$ cat config.mk
export PLATFORM = sky130hd
export DESIGN_NAME = inst_queue
export DESIGN_NICKNAME = d
export VERILOG_FILES = /design/src/rtl/inst_queue.sv
export SDC_FILE = /design/constraint.sdc
export NUM_CORES = 1
export LEC_CHECK = 0
export ABC_CLOCK_PERIOD_IN_PS = 2300
export BUFFER_PORTS_ARGS = -buffer_cell sky130_fd_sc_hd__buf_2
export CAP_MARGIN = 20
export CORE_MARGIN = 2
export CORE_UTILIZATION = 45
export DETAILED_ROUTE_END_ITERATION = 16
export SLEW_MARGIN = 0
export SYNTH_ARGS = -nofsm -noshare
export SYNTH_HDL_FRONTEND = slang
export SYNTH_SLANG_ARGS = --single-unit
export TNS_END_PERCENT = 100
$ cat constraint.sdc
create_clock -name clk -period 2.3 [get_ports clk]
set_clock_uncertainty 0.05 [all_clocks]
set_input_delay 0.115 -clock clk [delete_from_list [all_inputs] [get_ports clk]]
set_output_delay 0.115 -clock clk [all_outputs]
set_load 0.03 [all_outputs]
$ cat src/rtl/inst_queue.sv
// inst_queue: Fetch -> Decode instruction queue.
// A one-stage capture register (S1) aligns each Fetch request with the
// synchronous inst_sram read data that returns in the following cycle. The
// combined entry is pushed into a DEPTH-entry FIFO, and the FIFO head is
// presented to Decode.
// Optional feature: define INST_QUEUE_BYPASS_EN to forward the S1 entry
// straight to Decode when the FIFO is empty. This saves one cycle of latency.
module inst_queue #(
  parameter int DEPTH = 4,
  parameter int CNT_W = $clog2(DEPTH) + 1
) (
  input  logic             clk,
  input  logic             rstn,
  input  logic             flush,
  input  logic             FD_valid,
  input  logic [42:0]      FD_BUS,
  input  logic [31:0]      inst_sram_rdata,
  output logic             Q_allowin,
  input  logic             D_allowin,
  output logic             QD_valid,
  output logic [73:0]      QD_BUS,
  output logic [CNT_W-1:0] count
);

  localparam int PW = (DEPTH > 1) ? $clog2(DEPTH) : 1;

  logic [73:0]   mem [DEPTH];
  logic [PW-1:0] rd_ptr, wr_ptr;

  // S1 capture of the accepted request; the read data arrives one cycle later
  logic        s1_valid;
  logic [31:0] s1_pc;
  logic        s1_ex;
  logic [7:0]  s1_ecode;
  logic        s1_esub;

  logic        accept, push, pop, nonempty;
  logic [73:0] s1_entry;
  logic [CNT_W:0] occ;

  // An address-fault request returns no valid data, so its word is forced to zero
  assign s1_entry = {s1_pc, (s1_ex ? 32'h0 : inst_sram_rdata), s1_ex, s1_ecode, s1_esub};

  // Backpressure counts the in-flight S1 slot so that no push can overflow.
  // It depends only on local state, so Decode has no combinational path to Fetch.
  assign occ       = {1'b0, count} + {{CNT_W{1'b0}}, s1_valid};
  assign Q_allowin = flush || (occ <= (CNT_W+1)'(DEPTH - 1));
  assign accept    = FD_valid && FD_BUS[10] && Q_allowin;
  assign nonempty  = (count != '0);
  assign pop       = nonempty && !flush && D_allowin;

`ifdef INST_QUEUE_BYPASS_EN
  logic bypass;
  assign bypass   = !nonempty && s1_valid && !flush;
  // A bypassed entry that Decode takes in the same cycle never enters the FIFO
  assign push     = s1_valid && !flush && !(bypass && D_allowin);
  assign QD_valid = (nonempty && !flush) || bypass;
  assign QD_BUS   = bypass ? s1_entry : mem[rd_ptr];
`else
  assign push     = s1_valid && !flush;
  assign QD_valid = nonempty && !flush;
  assign QD_BUS   = mem[rd_ptr];
`endif

  // S1 capture: a request that arrives during a flush is the redirect target and is kept
  always_ff @(posedge clk or negedge rstn) begin
    if (!rstn) begin
      s1_valid <= 1'b0;
      s1_pc    <= '0;
      s1_ex    <= 1'b0;
      s1_ecode <= '0;
      s1_esub  <= 1'b0;
    end else begin
      s1_valid <= accept;
      if (accept) begin
        s1_pc    <= FD_BUS[42:11];
        s1_ex    <= FD_BUS[9];
        s1_ecode <= FD_BUS[8:1];
        s1_esub  <= FD_BUS[0];
      end
    end
  end

  // FIFO storage: the write port takes the S1 entry
  always_ff @(posedge clk or negedge rstn) begin
    if (!rstn) begin
      for (int i = 0; i < DEPTH; i++) mem[i] <= '0;
    end else if (push) begin
      mem[wr_ptr] <= s1_entry;
    end
  end

  // Pointers and occupancy: a flush drops everything older than the redirect
  always_ff @(posedge clk or negedge rstn) begin
    if (!rstn) begin
      rd_ptr <= '0;
      wr_ptr <= '0;
      count  <= '0;
    end else if (flush) begin
      rd_ptr <= '0;
      wr_ptr <= '0;
      count  <= '0;
    end else begin
      if (push) wr_ptr <= wr_ptr + PW'(1);
      if (pop)  rd_ptr <= rd_ptr + PW'(1);
      count <= count + {{(CNT_W-1){1'b0}}, push} - {{(CNT_W-1){1'b0}}, pop};
    end
  end

endmodule

==> results.sh <==
export IMPL_utilization_pct=57.4
export IMPL_cp_end_kind="primary output"
export IMPL_finalCritPeriodShare_pct=98.2
export IMPL_synthArstFlopShare_pct=100
export IMPL_core_area_sq_um=32500
export IMPL_fp_dieW_um=186
export IMPL_grt_overflow=0
export IMPL_fmax_ghz=0.443
export IMPL_netlist_instances=1035
export IMPL_drc_errors=0
export IMPL_r2r_end="count[2]"
export IMPL_grtUsageMet2_pct=32.8
export IMPL_cts_buffers=40
export IMPL_insertion_delay_ns=0.52
export IMPL_synth_top_area_share_pct=58.2
export IMPL_cp_arrival_ns=2.09
export IMPL_num_rows=66
export IMPL_finalSetupViolCount=0
export IMPL_syn_area_sq_um=14900
export IMPL_status="complete, no violations"
export IMPL_synth_edff_count=0
export IMPL_cts_tree="yes"
export IMPL_worstMarginPinSlew_ns=0.549
export IMPL_worstRegToRegCells=10
export IMPL_vias=8942
export IMPL_yosys_top_cells_count="dfrtp_1 (346), mux2_2 (171), nand2_1 (129), o21ai_0 (129), mux4_2 (74)"
export IMPL_io_pins=159
export IMPL_critPathLaunchType="flip-flop"
export IMPL_hold_viol=0
export IMPL_nets=1371
export IMPL_crit_chain="buf_16, mux4_2, buf_6"
export IMPL_htree_levels=2
export IMPL_ant_nets=0
export IMPL_grtUsageTotal_pct=19.1
export IMPL_criticalPathCategory="flip-flop to primary output"
export IMPL_clockPowerShare_pct=25.7
export IMPL_use_met1_pct=25.4
export IMPL_seq_power_share_pct=39.0
export IMPL_grt_pass1_vias=9462
export IMPL_cp_num_buf_inv=2
export IMPL_ys_ff_latch=346
export IMPL_start_util_pct=45.7
export IMPL_yosys_top_cells_area="dfrtp_1 (58%), mux2_2 (13%), mux4_2 (11%), o21ai_0 (4.3%), mux2_4 (3.8%)"
export IMPL_hpwl_mm=19.5
export IMPL_drt_iter0_markers=393
export IMPL_diodes=0
export IMPL_area_growth_pct=25.6
export IMPL_grt_use_met3_pct=3.35
export IMPL_synth_most_common_cell="dfrtp_1"
export IMPL_clk_pin_slew_worst_paths_ns=0.06
export IMPL_cts_root_buf="clkbuf_16"
export IMPL_critPathTopFamily="multiplexers"
export IMPL_port_buffers=158
export IMPL_p_sw_share_pct=33.4
export IMPL_yosysSeqAreaShare_pct=58.2
export IMPL_synth_avg_cell_area_sq_um=14.4
export IMPL_p_switching_mw=8.43
export IMPL_viasPerCell=5.10
export IMPL_totalWireLength_mm=31.7
export IMPL_ir_drop_uv=912
export IMPL_power_frac_comb_pct=35.3
export IMPL_p_leak_nw=8.69
export IMPL_synth_top_area_cell="dfrtp_1"
export IMPL_grt_pass1_wl_mm=51.5
export IMPL_grt_setup_unrepaired="yes"
export IMPL_antenna_found_initial=0
export IMPL_worstPathMaxFanout=41
export IMPL_final_min_clock_period_ns=2.26
export IMPL_detail_route_wl_per_cell_um=18.1
export IMPL_critPathSlowestCell="mux4_2"
export IMPL_globalplace_congestion=0.736
export IMPL_cp_required_ns=2.13
export IMPL_slew_headroom_pct=63.4
export IMPL_drtPass1Iterations=4
export IMPL_synth_cell_types=32
export IMPL_final_layout_size_suffix_gt1_share_pct=42.5
export IMPL_ff2ff_setup_slack_ns=0.19
export IMPL_fin_cells=1754
export IMPL_syn_num_nets=1123
export IMPL_die_h_um=186
export IMPL_clock_sinks=346
export IMPL_rr_startpoint="count[1]"
export IMPL_dieArea_sq_um=34500
export IMPL_power_density_nw_per_um2=1350
export IMPL_slew_violations=0
export IMPL_clockBufferDepth=3
export IMPL_internal_power_mw=16.8
export IMPL_synth_ff_type="dfrtp_1"
export IMPL_grt_start_max_net_pins=72
export IMPL_postCtsSetupBuffers=0
export IMPL_slowest_delay_ns=0.61
export IMPL_placedCellCount=1604
export IMPL_hp_class="primary input to asynchronous set/reset pin"
export IMPL_yosys_warnings=0
export IMPL_grt_busiest_layer="met2"
export IMPL_drv_cap=0
[cell type report]
type	instances	area, sq um
clock buffer	57	1220
clock inverter	14	165
fill	2631	13900
inverter	6	22.5
multi-input combinational	611	5810
sequential	346	8670
tap	442	553
timing repair buffer	278	2240
[sequential cells by signal, indices dropped and copies added, names as in the netlist]
signal / cells
s1_pc: 32
mem: 296
rd_ptr: 2
s1_ex: 1
s1_ecode: 8
s1_valid: 1
count: 3
wr_ptr: 2
s1_esub: 1
[how the worst max path moves through the flow]
stage,startpoint,to,slack [ns],depth (start not counted)
floorplan,count[1],count[2],0.09,10
global placement,count[1],count[2],0.15,10
detailed placement,count[1],count[2],0.13,10
CTS,rd_ptr[0],QD_BUS[68],-0.02,3
global route,rd_ptr[0],QD_BUS[15],-0.04,3
finish,rd_ptr[0],QD_BUS[38],0.04,3
[cells by family (layout without fill, tap and decap cells)]
group,count (synthesis),in the layout,synth area share [%]
flops,346,346,58.2
xor+xnor,4,4,0.236
compound gates,133,133,4.54
mux,284,284,28.1
buf+inv,78,355,2.88
simple gates,182,182,5.33
fa+ha+maj,8,8,0.724
[stage by stage]
| step | total power [mW] | hold slack, ns | setup slack (ns) | instance area, sq um | TNS [ns] |
|---|---|---|---|---|---|
| after floorplan | 16.2 | -0.231 | 0.0874 | 14900 | 0 |
| after global placement | 18.5 | 0.0771 | 0.147 | 16400 | 0 |
| after detailed placement | 18.7 | 0.0718 | 0.130 | 16400 | 0 |
| after CTS | 25.5 | 0.0948 | -0.0153 | 18600 | -0.0254 |
| after global routing | 26.7 | 0.121 | -0.0423 | 18700 | -1.07 |
| final | 25.3 | 0.102 | 0.0420 | 18700 | 0 |
[worst register-to-register path, delay by kind of cell, from the launching register on]
| kind | cells | cell delay, ns |
|---|---|---|
| buffers and inverters | 2 | 0.11 |
| AND/OR/NAND/NOR | 4 | 0.44 |
| XOR/XNOR | 1 | 0.14 |
| flip-flops | 1 | 0.46 |
| adder cells (fa/ha/maj) | 3 | 0.79 |
[timing repair]
action                                  in CTS  in global routing
hold buffers                                79                  0
endpoints found under the hold margin      493                  0
endpoints found under the setup margin      19                 57
cloned                                       0                  0
gates resized for setup                     16                 12
[metal layers]
metal | vias up | wire length [um]
li1 | 4185 | -
met1 | 4538 | 14000
met2 | 164 | 15700
met3 | 55 | 1330
met4 | 0 | 602
met5 | - | 0
[power by group through the flow]
stage / registers, mW / logic, mW / clock network [mW]
6_report: 9.84 / 8.91 / 6.50
5_1_grt: 10.2 / 9.63 / 6.94
3_5_place_dp: 9.94 / 8.75 / 0
2_1_floorplan: 9.48 / 6.70 / 0
4_1_cts: 9.85 / 9.01 / 6.68
3_3_place_gp: 9.86 / 8.62 / 0
[placed cells by master (no fill, tap or decap), types with 2 or more instances in the layout]
cell type / instances
xnor2_1: 2
dlygate4sd3_1: 79
xor2_1: 2
buf_12: 20
buf_6: 11
bufinv_16: 3
nor2_1: 9
buf_4: 21
mux2_4: 38
clkinv_2: 8
clkbuf_1: 4
clkbuf_16: 42
o21ai_0: 129
ha_1: 7
nand2_4: 4
nand2b_1: 33
inv_1: 6
dfrtp_4: 2
mux2_2: 171
dfrtp_1: 344
nor2b_1: 2
buf_2: 145
mux4_2: 74
nand2_1: 129
clkbuf_8: 11
Power figures use the tool's default switching activity.
